### config.mk
export PLATFORM = sky130hd
export DESIGN_NAME = recon_stream_adder
export DESIGN_NICKNAME = d
export VERILOG_FILES = /design/src/rtl/recon_pkg.sv /design/src/rtl/block_scan_counter.sv /design/src/rtl/recon_stream_adder.sv
export SDC_FILE = /design/constraint.sdc
export NUM_CORES = 1
export LEC_CHECK = 0
export CAP_MARGIN = 10
export CORE_MARGIN = 8
export CORE_UTILIZATION = 51
export CTS_CLUSTER_DIAMETER = 200
export DETAILED_ROUTE_END_ITERATION = 16
export PLACE_DENSITY = 0.79
export SLEW_MARGIN = 15
export SYNTH_ARGS = -nofsm -noshare
export SYNTH_HDL_FRONTEND = slang
export SYNTH_HIERARCHICAL = 1
export SYNTH_SLANG_ARGS = --single-unit
export TNS_END_PERCENT = 100
### constraint.sdc
create_clock -name clk -period 2.88 [get_ports clk]
set_input_delay 0.576 -clock clk [delete_from_list [all_inputs] [get_ports clk]]
set_output_delay 0.576 -clock clk [all_outputs]
set_load 0.05 [all_outputs]
### src/rtl/recon_pkg.sv
// Shared types and helpers for the reconstruction stage and its scan counter.
package recon_pkg;

    typedef enum logic [0:0] {
        RECON_IDLE = 1'b0,
        RECON_RUN  = 1'b1
    } recon_state_e;

    localparam int unsigned PIXEL_W    = 8;
    localparam int unsigned RESID_W    = 9;
    localparam int unsigned SUM_W      = 10;
    localparam int unsigned CLIP_CNT_W = 20;

    // Counter width that stays at least one bit for a single-valued range.
    function automatic int unsigned width_of(input int unsigned n);
        return (n > 1) ? $clog2(n) : 1;
    endfunction

    // Saturate a signed 10-bit sum into the unsigned 8-bit pixel range.
    function automatic logic [7:0] clip_u8(input logic signed [9:0] sum);
        if (sum < 10'sd0) begin
            return 8'd0;
        end else if (sum > 10'sd255) begin
            return 8'hFF;
        end else begin
            return sum[7:0];
        end
    endfunction

    // Sum lies outside 0..255 exactly when either of the top two bits is set.
    function automatic logic needs_clip(input logic signed [9:0] sum);
        return sum[9] | sum[8];
    endfunction

endpackage

### src/rtl/block_scan_counter.sv
// Nested block-order scan counters: px fastest, then py, then bx, then by.
// last_o flags the final pixel of the final block of the frame.
module block_scan_counter
    import recon_pkg::*;
#(
    parameter int unsigned N        = 8,
    parameter int unsigned BLOCKS_X = 80,
    parameter int unsigned BLOCKS_Y = 60,
    parameter int unsigned PW       = width_of(N),
    parameter int unsigned BXW      = width_of(BLOCKS_X),
    parameter int unsigned BYW      = width_of(BLOCKS_Y)
) (
    input  logic           clk_i,
    input  logic           reset_i,
    input  logic           start_i,
    input  logic           advance_i,
    output logic [PW-1:0]  px_o,
    output logic [PW-1:0]  py_o,
    output logic [BXW-1:0] bx_o,
    output logic [BYW-1:0] by_o,
    output logic           last_o
);

    localparam logic [PW-1:0]  PxMax = PW'(N - 1);
    localparam logic [BXW-1:0] BxMax = BXW'(BLOCKS_X - 1);
    localparam logic [BYW-1:0] ByMax = BYW'(BLOCKS_Y - 1);

    logic [PW-1:0]  px_q, px_d;
    logic [PW-1:0]  py_q, py_d;
    logic [BXW-1:0] bx_q, bx_d;
    logic [BYW-1:0] by_q, by_d;

    logic px_wrap, py_wrap, bx_wrap, by_wrap;

    assign px_wrap = (px_q == PxMax);
    assign py_wrap = (py_q == PxMax);
    assign bx_wrap = (bx_q == BxMax);
    assign by_wrap = (by_q == ByMax);

    // Ripple-carry style advance: each level steps when all faster levels wrap.
    always_comb begin
        px_d = px_q;
        py_d = py_q;
        bx_d = bx_q;
        by_d = by_q;
        if (start_i) begin
            px_d = '0;
            py_d = '0;
            bx_d = '0;
            by_d = '0;
        end else if (advance_i) begin
            px_d = px_wrap ? '0 : px_q + 1'b1;
            if (px_wrap) begin
                py_d = py_wrap ? '0 : py_q + 1'b1;
                if (py_wrap) begin
                    bx_d = bx_wrap ? '0 : bx_q + 1'b1;
                    if (bx_wrap) begin
                        by_d = by_wrap ? '0 : by_q + 1'b1;
                    end
                end
            end
        end
    end

    // Counter state, cleared by reset.
    always_ff @(posedge clk_i) begin
        if (reset_i) begin
            px_q <= '0;
            py_q <= '0;
            bx_q <= '0;
            by_q <= '0;
        end else begin
            px_q <= px_d;
            py_q <= py_d;
            bx_q <= bx_d;
            by_q <= by_d;
        end
    end

    assign px_o   = px_q;
    assign py_o   = py_q;
    assign bx_o   = bx_q;
    assign by_o   = by_q;
    assign last_o = px_wrap & py_wrap & bx_wrap & by_wrap;

endmodule

### src/rtl/recon_stream_adder.sv
// Reconstruction stage: pred + resid, clipped to 8 bits, emitted in N x N block
// order with frame coordinates and a frame-complete pulse.
// Optional feature macro: RECON_CLIP_STATS_EN adds a per-frame clip counter.
module recon_stream_adder
    import recon_pkg::*;
#(
    parameter int unsigned WIDTH  = 640,
    parameter int unsigned HEIGHT = 480,
    parameter int unsigned N      = 8
) (
    input  logic                      clk,
    input  logic                      reset,
    input  logic                      frame_start,
    input  logic                      in_valid,
    output logic                      in_ready,
    input  logic [7:0]                pred,
    input  logic [8:0]                resid,
    output logic                      out_valid,
    input  logic                      out_ready,
    output logic [7:0]                out_pixel,
    output logic [$clog2(WIDTH)-1:0]  out_x,
    output logic [$clog2(HEIGHT)-1:0] out_y,
`ifdef RECON_CLIP_STATS_EN
    output logic [CLIP_CNT_W-1:0]     clip_count,
`endif
    output logic                      frame_done
);

    localparam int unsigned BlocksX = WIDTH / N;
    localparam int unsigned BlocksY = HEIGHT / N;
    localparam int unsigned PW      = width_of(N);
    localparam int unsigned BXW     = width_of(BlocksX);
    localparam int unsigned BYW     = width_of(BlocksY);
    localparam int unsigned XW      = $clog2(WIDTH);
    localparam int unsigned YW      = $clog2(HEIGHT);

    recon_state_e state_q;
    logic         in_closed_q;   // last beat of the frame already taken
    logic         frame_done_q;

    logic          out_valid_q;
    logic          out_last_q;   // output register holds the frame's last pixel
    logic [7:0]    out_pixel_q;
    logic [XW-1:0] out_x_q;
    logic [YW-1:0] out_y_q;

    logic [PW-1:0]  px, py;
    logic [BXW-1:0] bx;
    logic [BYW-1:0] by;
    logic           scan_last;

    logic              start;
    logic              in_hs;
    logic              out_hs;
    logic signed [9:0] sum;
    logic [XW-1:0]     cur_x;
    logic [YW-1:0]     cur_y;

    assign start  = (state_q == RECON_IDLE) && frame_start;
    assign in_ready = (state_q == RECON_RUN) && !in_closed_q && (!out_valid_q || out_ready);
    assign in_hs  = in_valid && in_ready;
    assign out_hs = out_valid_q && out_ready;

    assign sum   = $signed({2'b00, pred}) + $signed({resid[8], resid});
    assign cur_x = XW'(bx) * XW'(N) + XW'(px);
    assign cur_y = YW'(by) * YW'(N) + YW'(py);

    block_scan_counter #(
        .N        (N),
        .BLOCKS_X (BlocksX),
        .BLOCKS_Y (BlocksY),
        .PW       (PW),
        .BXW      (BXW),
        .BYW      (BYW)
    ) u_scan (
        .clk_i     (clk),
        .reset_i   (reset),
        .start_i   (start),
        .advance_i (in_hs),
        .px_o      (px),
        .py_o      (py),
        .bx_o      (bx),
        .by_o      (by),
        .last_o    (scan_last)
    );

    // Frame FSM: arm on frame_start, close input after the last beat, finish
    // once the last pixel leaves the output register.
    always_ff @(posedge clk) begin
        if (reset) begin
            state_q      <= RECON_IDLE;
            in_closed_q  <= 1'b0;
            frame_done_q <= 1'b0;
        end else begin
            frame_done_q <= 1'b0;
            case (state_q)
                RECON_IDLE: begin
                    if (frame_start) begin
                        state_q     <= RECON_RUN;
                        in_closed_q <= 1'b0;
                    end
                end
                RECON_RUN: begin
                    if (in_hs && scan_last) begin
                        in_closed_q <= 1'b1;
                    end
                    if (out_hs && out_last_q) begin
                        frame_done_q <= 1'b1;
                        state_q      <= RECON_IDLE;
                    end
                end
                default: state_q <= RECON_IDLE;
            endcase
        end
    end

    // Single-entry output register; a new beat overwrites a pixel being drained.
    always_ff @(posedge clk) begin
        if (reset) begin
            out_valid_q <= 1'b0;
            out_last_q  <= 1'b0;
            out_pixel_q <= '0;
            out_x_q     <= '0;
            out_y_q     <= '0;
        end else if (in_hs) begin
            out_valid_q <= 1'b1;
            out_last_q  <= scan_last;
            out_pixel_q <= clip_u8(sum);
            out_x_q     <= cur_x;
            out_y_q     <= cur_y;
        end else if (out_hs) begin
            out_valid_q <= 1'b0;
            out_last_q  <= 1'b0;
        end
    end

`ifdef RECON_CLIP_STATS_EN
    logic [CLIP_CNT_W-1:0] clip_count_q;

    // Saturating count of clipped beats in the current frame.
    always_ff @(posedge clk) begin
        if (reset || start) begin
            clip_count_q <= '0;
        end else if (in_hs && needs_clip(sum) && (clip_count_q != '1)) begin
            clip_count_q <= clip_count_q + 1'b1;
        end
    end

    assign clip_count = clip_count_q;
`endif

    assign out_valid  = out_valid_q;
    assign out_pixel  = out_pixel_q;
    assign out_x      = out_x_q;
    assign out_y      = out_y_q;
    assign frame_done = frame_done_q;

endmodule

# Word level (Yosys, flattened, before mapping)
# Cells that the tools add are included.
[word_totals]
register_bits = 51
inputBits = 22
output_inout_bits = 30
[classes]
addsub = 7
order_cmp = 2
n_eq_ne = 6
muxes = 16
bitwise_logic = 4
n_reduce_logical = 17
[ops]
columns = ["cell", "count"]
rows = [
  ["$mux 8", 2],
  ["$add 10x3->10", 1],
  ["$add 9x9->10", 1],
  ["$gt 10x9->1 const B", 1],
  ["$lt 10x1->1 const B", 1],
  ["$add 9x3->9", 1],
  ["$mux 1", 8],
  ["$add 7x1->7 const B", 1],
  ["$eq 7x7->1 const B", 1],
  ["$logic_and 1x1->1", 7],
  ["$mux 7", 1],
  ["$add 3x1->3 const B", 2],
  ["$add 6x1->6 const B", 1],
  ["$eq 3x3->1 const B", 2],
  ["$eq 6x6->1 const B", 1],
  ["$mux 3", 2],
  ["$mux 6", 1],
  ["$pmux 1 s2", 2],
  ["$reduce_and 2->1", 2],
  ["$reduce_and 4->1", 1],
  ["$reduce_or 2->1", 2],
  ["$and 1x1->1", 3],
  ["$reduce_and 3->1", 1],
  ["$logic_not 1->1", 2],
  ["5 further kinds", 5],
]

# Longest topological paths before layout
# Gate-level depths: netlist (run 1).
[depth]
ltp_word = 7
ltp_mapped = 9
mapped_depth_nobuf = 8

# Cells and area by module
# Netlist (run 1), hierarchy kept.
[modules_own_cells]
columns = ["module", "n_inst", "cells_each", "area_each_um2", "seq_area_each_um2"]
rows = [
  ["recon_stream_adder", 1, 192, 1589.0, 640.6],
  ["block_scan_counter", 1, 117, 1001.0, 380.4],
]

# Worst setup path before layout (run 1)
# No wires, ideal clock.
[synth_timing]
kind = "input to register"
from = "input pred[0]"
to = "register out_pixel_q[1], in the netlist out_pixel[1]"
setup_time_ns = 0.088
arrival_ns = 2.212
required_ns = 2.792
setup_slack_ns = 0.580
cell_stages = 8
n_path_buf = 0
cell_sequence = "ha_1 inv_1 fa_1 nand2b_1 a21o_1 a311oi_2 a21oi_2 a311oi_2"
[synth_between]
elab_chain_cells = 4
[synth_rtl]
columns = ["item", "line", "rtl"]
rows = [
  ["from (decl)", "recon_stream_adder.sv:16", "input logic [7:0] pred,"],
  ["$add 9x9->10 (*)", "recon_stream_adder.sv:64", "assign sum = $signed({2'b00, pred}) + $signed({resid[8], resid});"],
  ["$gt 10x9->1", "recon_pkg.sv:23", "end else if (sum > 10'sd255) begin"],
  ["$mux 8", "recon_pkg.sv:23", ""],
  ["$mux 8 (*)", "recon_pkg.sv:21", "if (sum < 10'sd0) begin"],
  ["to (signal assigned)", "recon_stream_adder.sv:128", "out_pixel_q <= clip_u8(sum);"],
  ["to (decl)", "recon_stream_adder.sv:43", "logic [7:0] out_pixel_q;"],
]
# Every way passes the cells marked *; elsewhere a longest branch is shown, timed or not.
# A chain may end at the register's enable or synchronous reset.

# Worst setup path after layout (run 1)
# Same ends and word-level chain as after synthesis.

==> metrics, run 1 <==
cts hold-fix bufs 0; final WL 5510 µm; Synth cell types 54; register area share after synthesis 0.394; gpl congestion 0.843; post-synthesis register bit count 51; Max Slew Vio Count 0; Cells after Synth 309; setup tns final 0 ps; Leak 1.17 nW; total number of yosys warnings 6; number of synthesized flops with an enable pin 0; Synth area leaders dfxtp_1 39%, a21oi_1 9.5%, nand2_1 8.8%, ha_1 6.8%, xnor2_1 2.0%; fin crit share 0.879; antenna cells 0; clock period minus final worst setup slack 2530 ps; asr flop ratio synth 0; mean area per synthesized cell 8.38 µm²; RSZ-0062 raised after global routing no; dpl cell area 3170 µm²; vias per inst 5.34; f_max 0.395 GHz; Core Area 5010 µm²; Placement Setup Slack 34.7 ps; DR DRC count 0; buffers added on ports 51; Crit path required time 3090 ps; largest vdd supply drop 289 µV; CP Launch Type input port; HPWL after DPL 4170 µm; die height 87.3 µm; status complete, no violations; Syn-to-layout area delta 26.4%; Worst Max-Slew Pin Slew 540 ps; area of the mapped netlist 2590 µm²; setup violators final 0; Hold Crit Start out_y[8]; Post-synth top cells 61 x nand2_1, 51 x dfxtp_1, 49 x a21oi_1; Starting Density 0.517; Main synth FF type dfxtp_1; final layout net count 397; Die X 87.3 µm; TritonRoute pass-1 iters 4; CTS sink cnt 51; maximum clock path buffer count 2; final worst-path setup slack 349 ps; area of the multi-input gates 1470 µm²; RR Startpoint u_scan/px_o[0]; relative slew slack 0.639; Total Die Area 7610 µm²; Hold Crit Depth 2; Post-CTS Setup Inserts 0; CP max FO 6; cell with the most instances after synthesis nand2_1; power per cell area 423 nW/µm²; Setup Skew 9.95 ps; Root Buffer clkbuf_8; aggregate global-route resource usage 0.149; final hold violations 0; HP Class reg2reg; largest net degree at the start of global routing 34; clk slew on worst S/H paths 90 ps; Setup CP Type in2reg; # rows 26; syn nets 346; Critical Path AT 2740 ps; Yosys top cell area share 0.394; first-pass GRT wire length 9320 µm; WHS Endpoint out_y[8]; routed len/inst 12.8 µm; PostCTS Resize Cnt 0; vias post-DR 2303; Detailed Route Iter0 Violations 95; worst r2r path cells 6; IO Pins 52; Worst-Skew Late Latency 300 ps; Routed Antenna Nets 0; initial antenna violation count 0; Fill cells 479; reg2reg setup slack 920 ps; r2r endpoint u_scan/by_o[3]; Num CTS Buffers 5; layout cell share with drive strength beyond 1 0.0776; GRT overflow 0; fin area 3270 µm²; Power Total 1.38 mW; vias in the first global route 2204; cell taking the most area after synthesis dfxtp_1; H-tree lvl count 2; Critical Path Sink Type flop; CTS tree done; Register Area 1020 µm²; max-cap viol count 0
per-stage QoR:
| stage | hold WS (ps) | instances | utilization |
|---|---|---|---|
| final | 457 | 431 | 0.653 |
| after global routing | 474 | 431 | 0.653 |
| after CTS | 461 | 431 | 0.653 |
| after detailed placement | 447 | 423 | 0.634 |
| after global placement | 443 | 423 | 0.634 |
| after floorplan | 441 | 309 | - |
critical path: stages:
cell             delay (ps)
clkdlybuf4s50_1         460
ha_1                    190
inv_1                    60
fa_1                    370
nand2b_1                190
a21o_1                  190
a311oi_2                230
buf_4                   170
a21oi_2                  60
a311oi_2                250
metal layers:
metal,vias to the layer above,share of wire,track usage
met5,-,0,0
li1,1189,-,-
met3,5,0.062,0.0472
met1,1061,0.45,0.161
met4,0,0.013,0.0547
met2,48,0.47,0.263
registers in the layout, summed over array words and instances (netlist names):
| register | cells |
|---|---|
| frame_done | 1 |
| out_valid | 1 |
| u_scan/bx_o | 7 |
| out_last_q | 1 |
| u_scan/by_o | 6 |
| out_pixel | 8 |
| state_q | 1 |
| u_scan/py_o | 3 |
| out_y | 9 |
| u_scan/px_o | 3 |
| in_closed_q | 1 |
| out_x | 10 |
cells by family (layout without fill, tap and decap cells):
family                   Yosys count  in the layout  share of synthesized area
flip-flops                        51             51                      0.394
AND/OR/NAND/NOR                  127            127                      0.250
buffers and inverters             22             74                     0.0396
multiplexers                       2              2                    0.00773
adder cells (fa/ha/maj)           15             15                     0.0754
XOR/XNOR                           8              8                     0.0271
AO/OA/AOI/OAI                     84             84                      0.206
worst max path at each step:
stage	startpoint	slack, ps	to
after floorplan	pred[0]	580	out_pixel[1]
after global placement	pred[0]	100	out_pixel[6]
after detailed placement	pred[0]	30	out_pixel[1]
after CTS	pred[0]	350	out_pixel[1]
after global routing	pred[0]	270	out_pixel[7]
final	pred[0]	350	out_pixel[1]
placed cells by master, fill, tap and decap left out, types with 2 or more instances in the layout:
cell type and n:
a2111oi_0 2, a211oi_1 5, a21o_1 4, a21oi_1 49
a311oi_2 2, a32o_1 2, and2_1 5, and3_1 2
and3b_1 2, buf_4 6, clkbuf_8 6, clkdlybuf4s50_1 50
dfxtp_1 51, ha_1 14, inv_1 9, mux2i_1 2
nand2_1 61, nand2b_1 7, nand3_1 9, nand3b_1 2
nand4_1 2, nor2_1 13, nor3_1 8, nor3b_1 2
o21ai_0 8, or4_1 2, xnor2_1 6, xor2_1 2
power by group:
part	internal, mW	switching, mW	total [mW]
logic	0.101	0.131	0.232
clock network	0.196	0.237	0.434
registers	0.713	0.00656	0.719
total	1.01	0.375	1.38
cell type report:
type / instances / share of cell area
Clock inverter: 2 / 0.00497
Multi-Input combinational cell: 236 / 0.448
Clock buffer: 6 / 0.0252
Inverter: 9 / 0.0103
Tap cell: 70 / 0.0268
Timing Repair Buffer: 57 / 0.173
Sequential cell: 51 / 0.312
Note: power is estimated with default switching activity, not from simulation.
==> run 2, diff against run 1 <==
Settings changed: ABC_AREA set to 1.
==> metrics, run 2 <==
RR Startpoint out_valid; Detailed Route Iter0 Violations 97 (+2.1%); f_max 0.440 GHz (+11%); aggregate global-route resource usage 0.161 (+0.0124); final hold violations 0 (unchanged); Core Area 5040 µm² (+0.65%); syn nets 397 (+15%); RSZ-0062 raised after global routing no; routed len/inst 12.0 µm (-6.0%); final core occ 0.652 (-0.00124); Routed Antenna Nets 0 (unchanged); area of the mapped netlist 2630 µm² (+1.5%); Worst Max-Slew Pin Slew 524 ps (-16.1 ps); Die X 87.8 µm (+0.63%); HPWL after DPL 4500 µm (+7.9%); Critical Path Sink Type flop; relative slew slack 0.649 (+0.0108); Synth area leaders dfxtp_1 39%, nand2_1 16%, a21oi_1 7.2%, ha_1 6.7%, inv_1 5.1%; vias per inst 4.92 (-7.9%); Critical Path AT 2500 ps (-240 ps); status complete, no violations; die height 87.8 µm (+0.63%); buffers added on ports 51 (unchanged); asr flop ratio synth 0 (unchanged); register area share after synthesis 0.388 (-0.00600); dpl cells 476 (+13%); PostCTS Resize Cnt 0 (unchanged); most frequent cells in the layout 109 x nand2_1, 51 x dfxtp_1, 50 x clkdlybuf4s50_1; largest vdd supply drop 209 µV (-28%); number of synthesized flops with an enable pin 0 (unchanged); Worst-Skew Late Latency 300 ps (about the same); Syn-to-layout area delta 25.0%; maximum clock path buffer count 2 (unchanged); layout cell share with drive strength beyond 1 0.101 (+0.0239); CTS sink cnt 51 (unchanged); Yosys top cell area share 0.388 (-0.00600); clk slew on worst S/H paths 90 ps (about the same); Root Buffer clkbuf_8; total number of yosys warnings 6 (unchanged); DR DRC count 0 (unchanged); Num CTS Buffers 5 (unchanged); max reg flops 10 (unchanged); max-cap viol count 0 (unchanged); Main synth FF type dfxtp_1; reg2reg setup slack 1130 ps (+210 ps); commonest non-fill, non-tap cell in the layout nand2_1; Post-synth top cells 109 x nand2_1, 51 x dfxtp_1, 38 x a21oi_1; first-pass GRT wire length 10100 µm (+8.5%); Setup Skew 9.79 ps (-0.167 ps); Final Non-Filler Cells 484 (+12%); Post-CTS Setup Inserts 0 (unchanged); H-tree lvl count 2 (unchanged); Total Die Area 7710 µm² (+1.3%); # rows 26 (unchanged); power per cell area 412 nW/µm² (-2.5%); Setup CP Type in2reg; CP max FO 4 (-2); gpl congestion 0.844 (+0.12%); Crit path required time 3110 ps (+20 ps); GRT overflow 0 (unchanged); CTS tree done; Max Slew Vio Count 0 (unchanged); largest net degree at the start of global routing 33 (-2.9%); vias post-DR 2381 (+3.4%); mean area per synthesized cell 7.31 µm² (-13%); crit path to out_pixel[4]; vias in the first global route 2373 (+7.7%); Starting Density 0.522 (+0.00461); CP Launch Type input port; setup tns final 0 ps (unchanged); TritonRoute pass-1 iters 4 (unchanged); initial antenna violation count 0 (unchanged); clock period minus final worst setup slack 2270 ps (-256 ps); final layout net count 450 (+13%); fin crit share 0.790 (-0.0890); IO Pins 52 (unchanged); Setup crit start pred[0]; final WL 5820 µm (+5.5%); Cells after Synth 360 (+17%); setup violators final 0 (unchanged); cts hold-fix bufs 0 (unchanged); r2r endpoint u_scan/by_o[3]; HP Class reg2reg; worst r2r path cells 10 (+4); Synth cell types 33 (-39%); cell with the most instances after synthesis nand2_1; cell taking the most area after synthesis dfxtp_1; antenna cells 0 (unchanged); Leak 1.33 nW (+14%); post-synthesis register bit count 51 (unchanged)
==> run 2: final cells by class <==
cell class | count | area, µm²
fill | 463 | 1750
multi-input combinational | 262 | 1410
sequential | 51 | 1020
timing repair buffer | 55 | 538
inverter | 38 | 143
tap | 70 | 87.6
clock buffer | 5 | 68.8
clock inverter | 3 | 18.8
==> run 2: worst min-delay path by stage <==
| stage | from | slack, ps | cells past startpoint | end |
|---|---|---|---|---|
| finish | state_q | 460 | 2 | state_q |
| global route | out_y[1] | 490 | 2 | out_y[1] |
| CTS | state_q | 470 | 2 | state_q |
| detailed placement | out_y[1] | 460 | 2 | out_y[1] |
| floorplan | state_q | 440 | 2 | state_q |
| global placement | state_q | 450 | 2 | state_q |
==> run 2: worst max-delay path, stage by stage <==
cell,delay (ps)
clkdlybuf4s50_1,460
ha_1,160
inv_1,60
fa_1,400
inv_1,70
nand3_1,60
nand2_1,120
nand2_1,80
nand2_1,60
nand2_1,70
nand2_2,100
nand2_2,80
nand2_1,60
nand2_1,40
a21oi_1,130
==> run 2: cells by family (layout without fill, tap and decap cells) <==
family,count (synthesis),in the layout,share of synthesized area
flops,51,51,0.388
simple gates,191,191,0.339
compound gates,51,51,0.107
buf+inv,47,101,0.0752
fa+ha+maj,15,15,0.0742
xor+xnor,5,5,0.0167
==> run 2: layer usage <==
metal / up-vias / global-route usage / share of wire
li1: 1253 / - / -
met1: 1083 / 0.179 / 0.45
met2: 37 / 0.295 / 0.50
met3: 8 / 0.0356 / 0.041
met4: 0 / 0.0516 / 0.014
met5: - / 0 / 0
==> run 2: per-stage QoR <==
step                hold slack, ps  worst slack, ps  instance area, µm²  power, mW
finish                         464              605                3290       1.36
global route                   489              406                3290       1.43
CTS                            469              584                3290       1.37
detailed placement             455              266                3200      0.969
global placement               450              360                3200      0.967
floorplan                      440              307                2630      0.895
==> run 2: power by group <==
part	leakage, nW	total, mW	switching, mW	internal (mW)
registers	0.412	0.719	0.00552	0.713
logic	0.868	0.234	0.141	0.0930
clock network	0.0483	0.403	0.232	0.171
==> run 3, diff against run 2 <==
Clock period 2.88 ns to 2.2 ns, I/O delays scaled along.
==> metrics, run 3 (same netlist as run 2, synthesis figures left out) <==
status complete, no violations; Root Buffer clkbuf_8; CTS sink cnt 51 (unchanged); crit-path cells clkdlybuf4s50_1 -> ha_2 -> inv_1 -> fa_2 -> inv_1 -> nand3_1 -> nand2_2 -> nand2_2 -> nand2_1 -> nand2_2 -> nand2_2 -> nand2_4 -> nand2_1 -> nand2_1 -> a21oi_2; buffers added on ports 51 (unchanged); power per cell area 549 nW/µm² (+33%); dpl cells 489 (+2.7%); final WL 6110 µm (+5.0%); DR DRC count 0 (unchanged); Worst Max-Slew Pin Slew 534 ps (+9.74 ps); WHS Endpoint out_pixel[1]; largest vdd supply drop 397 µV (+90%); vias post-DR 2449 (+2.9%); HP Class reg2reg; Critical Path AT 2370 ps (-130 ps); vias per inst 4.91 (-0.24%); RR Startpoint u_scan/px_o[0]; Hold Crit Start out_pixel[1]; largest net degree at the start of global routing 33 (unchanged); routed len/inst 12.2 µm (+1.8%); f_max 0.466 GHz; Crit path required time 2420 ps (-690 ps); Total Die Area 7710 µm² (unchanged); clock period minus final worst setup slack 2150 ps; final hold violations 0 (unchanged); vias in the first global route 2258 (-4.8%); first-pass GRT wire length 9890 µm (-2.1%); setup violators final 0 (unchanged); aggregate global-route resource usage 0.159 (-0.00195); CP peak stage delay 480 ps (+20 ps); antenna cells 0 (unchanged); Max Slew Vio Count 0 (unchanged); commonest non-fill, non-tap cell in the layout nand2_1; CP max FO 4 (unchanged); CTS tree done; max reg flops 10 (unchanged); area of the multi-input gates 1440 µm² (+2.3%); Detailed Route Iter0 Violations 148 (+53%); worst r2r path cells 7 (-3); Final Non-Filler Cells 499 (+3.1%); r2r endpoint u_scan/by_o[4]; layout cell share with drive strength beyond 1 0.149 (+0.0477); CP most frequent cell nand2_2; Die X 87.8 µm (unchanged); reg2reg setup slack 540 ps (-590 ps); # rows 26 (unchanged); cts hold-fix bufs 0 (unchanged); Routed Antenna Nets 0 (unchanged); fin crit share 0.975; max-cap viol count 0 (unchanged); Fill cells 426 (-8.0%); most frequent cells in the layout 106 x nand2_1, 50 x dfxtp_1, 50 x clkdlybuf4s50_1; Leak 1.42 nW (+7.0%); IO Pins 52 (unchanged); Setup Skew 9.77 ps (-0.0152 ps); initial antenna violation count 0 (unchanged); TritonRoute pass-1 iters 4 (unchanged); Core Area 5040 µm² (unchanged); relative slew slack 0.643 (-0.00652); final worst-path setup slack 54.3 ps (-551 ps); HPWL after DPL 4660 µm (+3.4%); CP Launch Type input port; Placement Setup Slack -275 ps (-541 ps); Syn-to-layout area delta 32.4%; clk slew on worst S/H paths 90 ps (about the same); die height 87.8 µm (unchanged); Crit-path slowest cell clkdlybuf4s50_1; maximum clock path buffer count 2 (unchanged); final core occ 0.691 (+0.0385); GRT overflow 0 (unchanged); gpl congestion 0.840 (-0.46%); Setup CP Type in2reg; H-tree lvl count 2 (unchanged); final layout net count 466 (+3.6%); Worst-Skew Late Latency 290 ps (about the same); setup tns final 0 ps (unchanged); Register Area 1020 µm² (+0.12%); Num CTS Buffers 5 (unchanged); Critical Path Sink Type flop; Hold Crit Depth 2 (unchanged); Starting Density 0.522 (unchanged)
## run 3: cell count changes in the layout (fill, tap and decap cells not counted), sizes merged
cell / delta
clkinv: -2
bufinv: +1
clkbuf: +1
buf: +16
inv: -1
## run 3: routing by layer
metal	GRT usage	share of wire	vias up
met3	0.0403	0.048	8
met5	0	0	-
met2	0.282	0.50	51
met4	0.0563	0.013	0
met1	0.180	0.44	1104
li1	-	-	1286
## run 3: through the flow
step	total power [mW]	area, µm²	hold WS (ps)
after floorplan	1.17	2640	440
after detailed placement	1.30	3330	454
final	1.91	3480	465
after CTS	1.91	3430	468
after global routing	2.01	3480	485
after global placement	1.30	3330	449
## run 3: layout make-up
class	count	area share
clock buffers	6	0.0208
clock inverters	1	0.00862
inverters	38	0.0410
multi-input cells	262	0.415
flip-flops and latches	51	0.294
well taps	70	0.0252
repair buffers	71	0.196
## run 3: worst max path at each step
stage | start | endpoint | slack (ps) | cells past startpoint
after detailed placement | pred[0] | out_pixel[7] | -280 | 15
after global placement | pred[0] | out_pixel[7] | -150 | 15
final | pred[0] | out_pixel[4] | 50 | 15
after CTS | pred[0] | out_pixel[4] | 9 | 15
after global routing | pred[0] | out_pixel[4] | -60 | 15
after floorplan | out_valid | u_scan/by_o[3] | 2 | 11
## run 3: critical path, delay by kind of cell
| family | cells | cell delay (ps) |
|---|---|---|
| buffers and inverters | 3 | 600 |
| adder cells (fa/ha/maj) | 2 | 520 |
| AO/OA/AOI/OAI | 1 | 140 |
| AND/OR/NAND/NOR | 9 | 660 |
## run 3: timing repair
item | in CTS | in global routing
buffers inserted | 0 | 3
endpoints found under the setup margin | 0 | 6
endpoints found under the hold margin | 0 | 0
resized for setup | 0 | 8
## run 3: report_power, final
group	internal [mW]	total, mW	switching [mW]
clock	0.334	0.615	0.281
combinational	0.156	0.357	0.200
sequential	0.934	0.941	0.00722
total	1.42	1.91	0.489
==> RTL edit 1, RTL diff (config.mk and constraints of run 1) <==
Take the reset off `py_q` and load it in a clocked block of its own.
--- a/src/rtl/block_scan_counter.sv
+++ b/src/rtl/block_scan_counter.sv
@@ -66,15 +66,17 @@
     always_ff @(posedge clk_i) begin
         if (reset_i) begin
             px_q <= '0;
-            py_q <= '0;
             bx_q <= '0;
             by_q <= '0;
         end else begin
             px_q <= px_d;
-            py_q <= py_d;
             bx_q <= bx_d;
             by_q <= by_d;
         end
+    end
+
+    always_ff @(posedge clk_i) begin
+        py_q <= py_d;
     end
 
     assign px_o   = px_q;
Behaviour: same outputs for any inputs over 10 cycles, from zero or initial values and one cycle with reset high; that may be too few to reach the edited logic, so the function may still have changed.
==> RTL edit 1 against run 1 <==
  * Power is 0.62% higher
  * Worst setup slack worse by 50 ps
  * Sequential cell count unchanged
  * Wire length is 7.9% higher
  * Highest routed layer unchanged
  * Largest cell class unchanged
  * Non-clock buffer count is the same
  * Hold slack got worse by 0.60 ps
  * Final cell count down 1.9%
  * Synthesized cell count decreased by 1.9%
  * Cell area shrank 1.2%
  * Synthesized area shrank 1.8%
==> RTL edit 1: results (changes against run 1) <==
----------------------------------------------------
[Outcome]
  Outcome ... finished, final reports clean (unchanged)

[Clocking]
  Resized Gates After CTS ... 0 (unchanged)
  Source-to-sink clock delay at the later pin of the worst-skew pair ... 320 ps (was 300 ps)

[Placed design]
  Final RePlAce weighted congestion ... 0.849 (was 0.843)
  Final HPWL from detailed placement ... 4270 um (was 4170 um)
  Standard cell area after detailed placement ... 3140 um2 (was 3170 um2)

[Synth]
  Most area-consuming cells after synthesis ... sky130_fd_sc_hd__dfxtp_1 40%, sky130_fd_sc_hd__nand2_1 8.7%, sky130_fd_sc_hd__a21oi_1 8.7%, sky130_fd_sc_hd__ha_1 6.9%, sky130_fd_sc_hd__nor2_1 2.5% (was sky130_fd_sc_hd__dfxtp_1 39%, sky130_fd_sc_hd__a21oi_1 9.5%, sky130_fd_sc_hd__nand2_1 8.8%, sky130_fd_sc_hd__ha_1 6.8%, sky130_fd_sc_hd__xnor2_1 2.0%)
  Yosys cell types ... 49 (was 54)
  Number of nets produced by synthesis ... 340 (was 346)
  Ranking of synthesized cells by instance count ... 59 x sky130_fd_sc_hd__nand2_1, 51 x sky130_fd_sc_hd__dfxtp_1, 44 x sky130_fd_sc_hd__a21oi_1 (was 61 x sky130_fd_sc_hd__nand2_1, 51 x sky130_fd_sc_hd__dfxtp_1, 49 x sky130_fd_sc_hd__a21oi_1)

[Worst setup path]
  Path depth of the worst reg2reg path ... 7 (was 6)
  Setup slack of the worst register-to-register path ... 800 ps (was 920 ps)
  Worst setup endpoint ... out_pixel[0]$_SDFFE_PP0P_ (was out_pixel[1]$_SDFFE_PP0P_)
  R2r startpoint ... u_scan/px_o[0]$_SDFFE_PP0P_ (unchanged)

[Global route]
  Via count of the first global-routing pass ... 2205 (was 2204)
  Global-route wire length before repair ... 10100 um (was 9320 um)
  Maximum number of pins on one net before global-route repair ... 35 (was 34)

[Min path]
  Hold Crit Class ... reg -> reg (unchanged)
  Worst min-delay path startpoint ... out_x[9]$_SDFFE_PP0P_ (was out_y[8]$_SDFFE_PP0P_)
  Endpoint of the worst hold path ... out_x[9]$_SDFFE_PP0P_ (was out_y[8]$_SDFFE_PP0P_)

[Layout]
  Final #Nets ... 392 (was 397)
  Filler cell count in the final layout ... 406 (was 479)
  Fraction of final layout cells sized beyond drive strength 1 ... 7.58% (was 7.76%)
  # diodes ... 0 (unchanged)

[Detailed routing]
  Starting DRC count in detailed routing ... 102 (was 95)
  Post-Route WL ... 5950 um (was 5510 um)
  Via total after detailed routing ... 2311 (was 2303)

[Pwr]
  Peak ir drop on the vdd network ... 325 uV (was 289 uV)
  Reported leakage power ... 0.00119 uW (was 0.00117 uW)

[Floorplan]
  Die X ... 86.6 um (was 87.3 um)

[Timing]
  Max_slew headroom ... 62.8% (was 63.9%)
  Setup-failing EPs final ... 0 (unchanged)

----------------------------------------------------
[RTL edit 1: layout make-up]
class | instances | area [um2] | share of cell area [%]
clock buffers | 6 | 82.6 | 2.55
multi-input cells | 230 | 1430 | 44.1
flip-flops and latches | 51 | 1020 | 31.6
repair buffers | 57 | 566 | 17.5
well taps | 67 | 83.8 | 2.59
clock inverters | 2 | 16.3 | 0.503
inverters | 10 | 37.5 | 1.16
[RTL edit 1: kinds of logic (layout without fill, tap and decap cells)]
| kind of cell | count (synthesis) | after routing | synth area share (%) |
|---|---|---|---|
| xor gates and xnor gates | 9 | 9 | 3.10 |
| AOI/OAI and AO/OA | 82 | 82 | 21.1 |
| DFF | 51 | 51 | 40.1 |
| and+or+nand+nor | 121 | 121 | 23.1 |
| buffers and inverters | 22 | 75 | 3.74 |
| adders and majority gates | 15 | 15 | 7.67 |
| muxes | 3 | 3 | 1.18 |
[RTL edit 1: worst max-delay path, delay by kind of cell]
| kind | cells | cell delay (ps) |
|---|---|---|
| buffers and inverters | 3 | 700 |
| adder cells (fa/ha/maj) | 2 | 580 |
| AND/OR/NAND/NOR | 1 | 200 |
| AO/OA/AOI/OAI | 4 | 740 |
[RTL edit 1: stage by stage]
stage	setup WS, ps	total power, uW	hold slack, ps	instances
detailed placement	11.5	969	446	415
CTS	335	1410	459	423
finish	299	1390	456	423
floorplan	424	886	441	303
global placement	70.8	966	442	415
global route	196	1460	474	423
[RTL edit 1: layer usage]
metal	up-vias	share of wire (%)	track usage, %	wire [um]
met5	-	0	0	0
met4	0	1.3	6.57	78
met3	7	5.7	4.16	341
met2	56	46	25.8	2720
met1	1078	47	21.1	2810
li1	1170	-	-	-
[RTL edit 1: where the power goes]
group | switching [uW] | internal (uW)
Sequential | 6.24 | 713
Clock | 243 | 196
Combinational | 136 | 98.9
==> RTL edit 2, RTL diff (flow settings as in run 1) <==
Without the edit above. The parameter `WIDTH` goes from 640 to 160.
--- a/src/rtl/recon_stream_adder.sv
+++ b/src/rtl/recon_stream_adder.sv
@@ -4,7 +4,7 @@
 module recon_stream_adder
     import recon_pkg::*;
 #(
-    parameter int unsigned WIDTH  = 640,
+    parameter int unsigned WIDTH  = 160,
     parameter int unsigned HEIGHT = 480,
     parameter int unsigned N      = 8
 ) (
Ports: changed (resized out_x); port bits go from 52 to 50. No check against the original RTL was run, so the function may have changed too.
==> RTL edit 2 against run 1 <==
  * Synthesized area shrank 6.7%
  * Worst setup slack worse by 24 ps
  * Wire length decreased by 4.6%
  * Clock power shrank 12%
  * Core utilization fell by 0.15 points
  * Critical path depth unchanged
  * Cell area fell by 7.2%
  * Power down 7.8%
  * First-iteration DRC count down 6.3%
  * Sequential cell count fell by 4
  * Highest routed layer unchanged
==> RTL edit 2: results (changes against run 1) <==
----------------------------------------------------
[Synth]
  Multiplexer fraction of the synthesized cell area ... 1.66% (was 0.773%)
  Number of nets produced by synthesis ... 315 (was 346)
  Fraction of the mapped netlist area in compound gates ... 19.8% (was 20.6%)
  Avg Synthesized Cell Area ... 8.72 um2 (was 8.38 um2)
  Most area-consuming cells after synthesis ... sky130_fd_sc_hd__dfxtp_1 39%, sky130_fd_sc_hd__a21oi_1 8.7%, sky130_fd_sc_hd__ha_1 7.8%, sky130_fd_sc_hd__nand2_1 7.3%, sky130_fd_sc_hd__nor2_1 3.1% (was sky130_fd_sc_hd__dfxtp_1 39%, sky130_fd_sc_hd__a21oi_1 9.5%, sky130_fd_sc_hd__nand2_1 8.8%, sky130_fd_sc_hd__ha_1 6.8%, sky130_fd_sc_hd__xnor2_1 2.0%)
  Area share of fa/ha/maj cells after synthesis ... 8.60% (was 7.54%)
  Ranking of synthesized cells by instance count ... 47 x sky130_fd_sc_hd__dfxtp_1, 47 x sky130_fd_sc_hd__nand2_1, 42 x sky130_fd_sc_hd__a21oi_1 (was 61 x sky130_fd_sc_hd__nand2_1, 51 x sky130_fd_sc_hd__dfxtp_1, 49 x sky130_fd_sc_hd__a21oi_1)

[Worst setup path]
  Arrival time at the worst endpoint ... 2760 ps (was 2740 ps)
  Terminus of the critical flop-to-flop path ... u_scan/by_o[4]$_SDFFE_PP0P_ (was u_scan/by_o[3]$_SDFFE_PP0P_)
  Worst setup endpoint ... out_pixel[6]$_SDFFE_PP0P_ (was out_pixel[1]$_SDFFE_PP0P_)

[Global route]
  Via count of the first global-routing pass ... 1991 (was 2204)
  Global-route wire length before repair ... 9010 um (was 9320 um)
  Maximum number of pins on one net before global-route repair ... 33 (was 34)
  All-Layer GR Usage ... 15.1% (was 14.9%)

[Outcome]
  Outcome ... finished, final reports clean (unchanged)

[Min path]
  Worst min-delay path startpoint ... out_y[7]$_SDFFE_PP0P_ (was out_y[8]$_SDFFE_PP0P_)
  Endpoint of the worst hold path ... out_y[7]$_SDFFE_PP0P_ (was out_y[8]$_SDFFE_PP0P_)

[Detailed routing]
  Met2 wirelength from detailed routing ... 2410 um (was 2600 um)
  Wire length on met1 ... 2480 um (was 2500 um)
  Starting DRC count in detailed routing ... 89 (was 95)
  Via total after detailed routing ... 2068 (was 2303)

[Layout]
  Fraction of final layout cells sized beyond drive strength 1 ... 9.15% (was 7.76%)
  Largest register FFs ... 9 (was 10)
  Final standard cell count with taps included and fillers excluded ... 382 (was 431)
  Filler cell count in the final layout ... 403 (was 479)
  Post-layout instance area ... 3040 um2 (was 3270 um2)

[Placed design]
  Final HPWL from detailed placement ... 3950 um (was 4170 um)

[Clocking]
  Clock Sinks ... 47 (was 51)

[Timing]
  Worst-case clock skew ... 6.49 ps (was 9.95 ps)

----------------------------------------------------
## RTL edit 2: cell families after synthesis
group / Yosys count
AND/OR/NAND/NOR: 109
flip-flops: 47
XOR/XNOR: 10
AO/OA/AOI/OAI: 73
multiplexers: 4
buffers and inverters: 18
adder cells (fa/ha/maj): 16
## RTL edit 2: stage by stage
stage | setup WS, ps | power [uW]
5_1_grt | 139 | 1340
3_5_place_dp | 36.9 | 908
2_1_floorplan | 550 | 832
4_1_cts | 341 | 1290
6_report | 325 | 1280
3_3_place_gp | 78.3 | 906
## RTL edit 2: power breakdown
part | switching [uW] | total [uW] | leakage (uW) | internal [uW]
sequential | 6.45 | 664 | 0.000379 | 657
combinational | 132 | 230 | 0.000699 | 97.8
clock | 214 | 384 | 0.0000412 | 170
## RTL edit 2: area by class of cell
cell class,instances,area share [%]
clock inverters,2,0.412
well taps,54,2.22
flip-flops and latches,47,31.0
clock buffers,6,2.39
repair buffers,53,17.1
inverters,8,0.988
multi-input cells,212,46.0
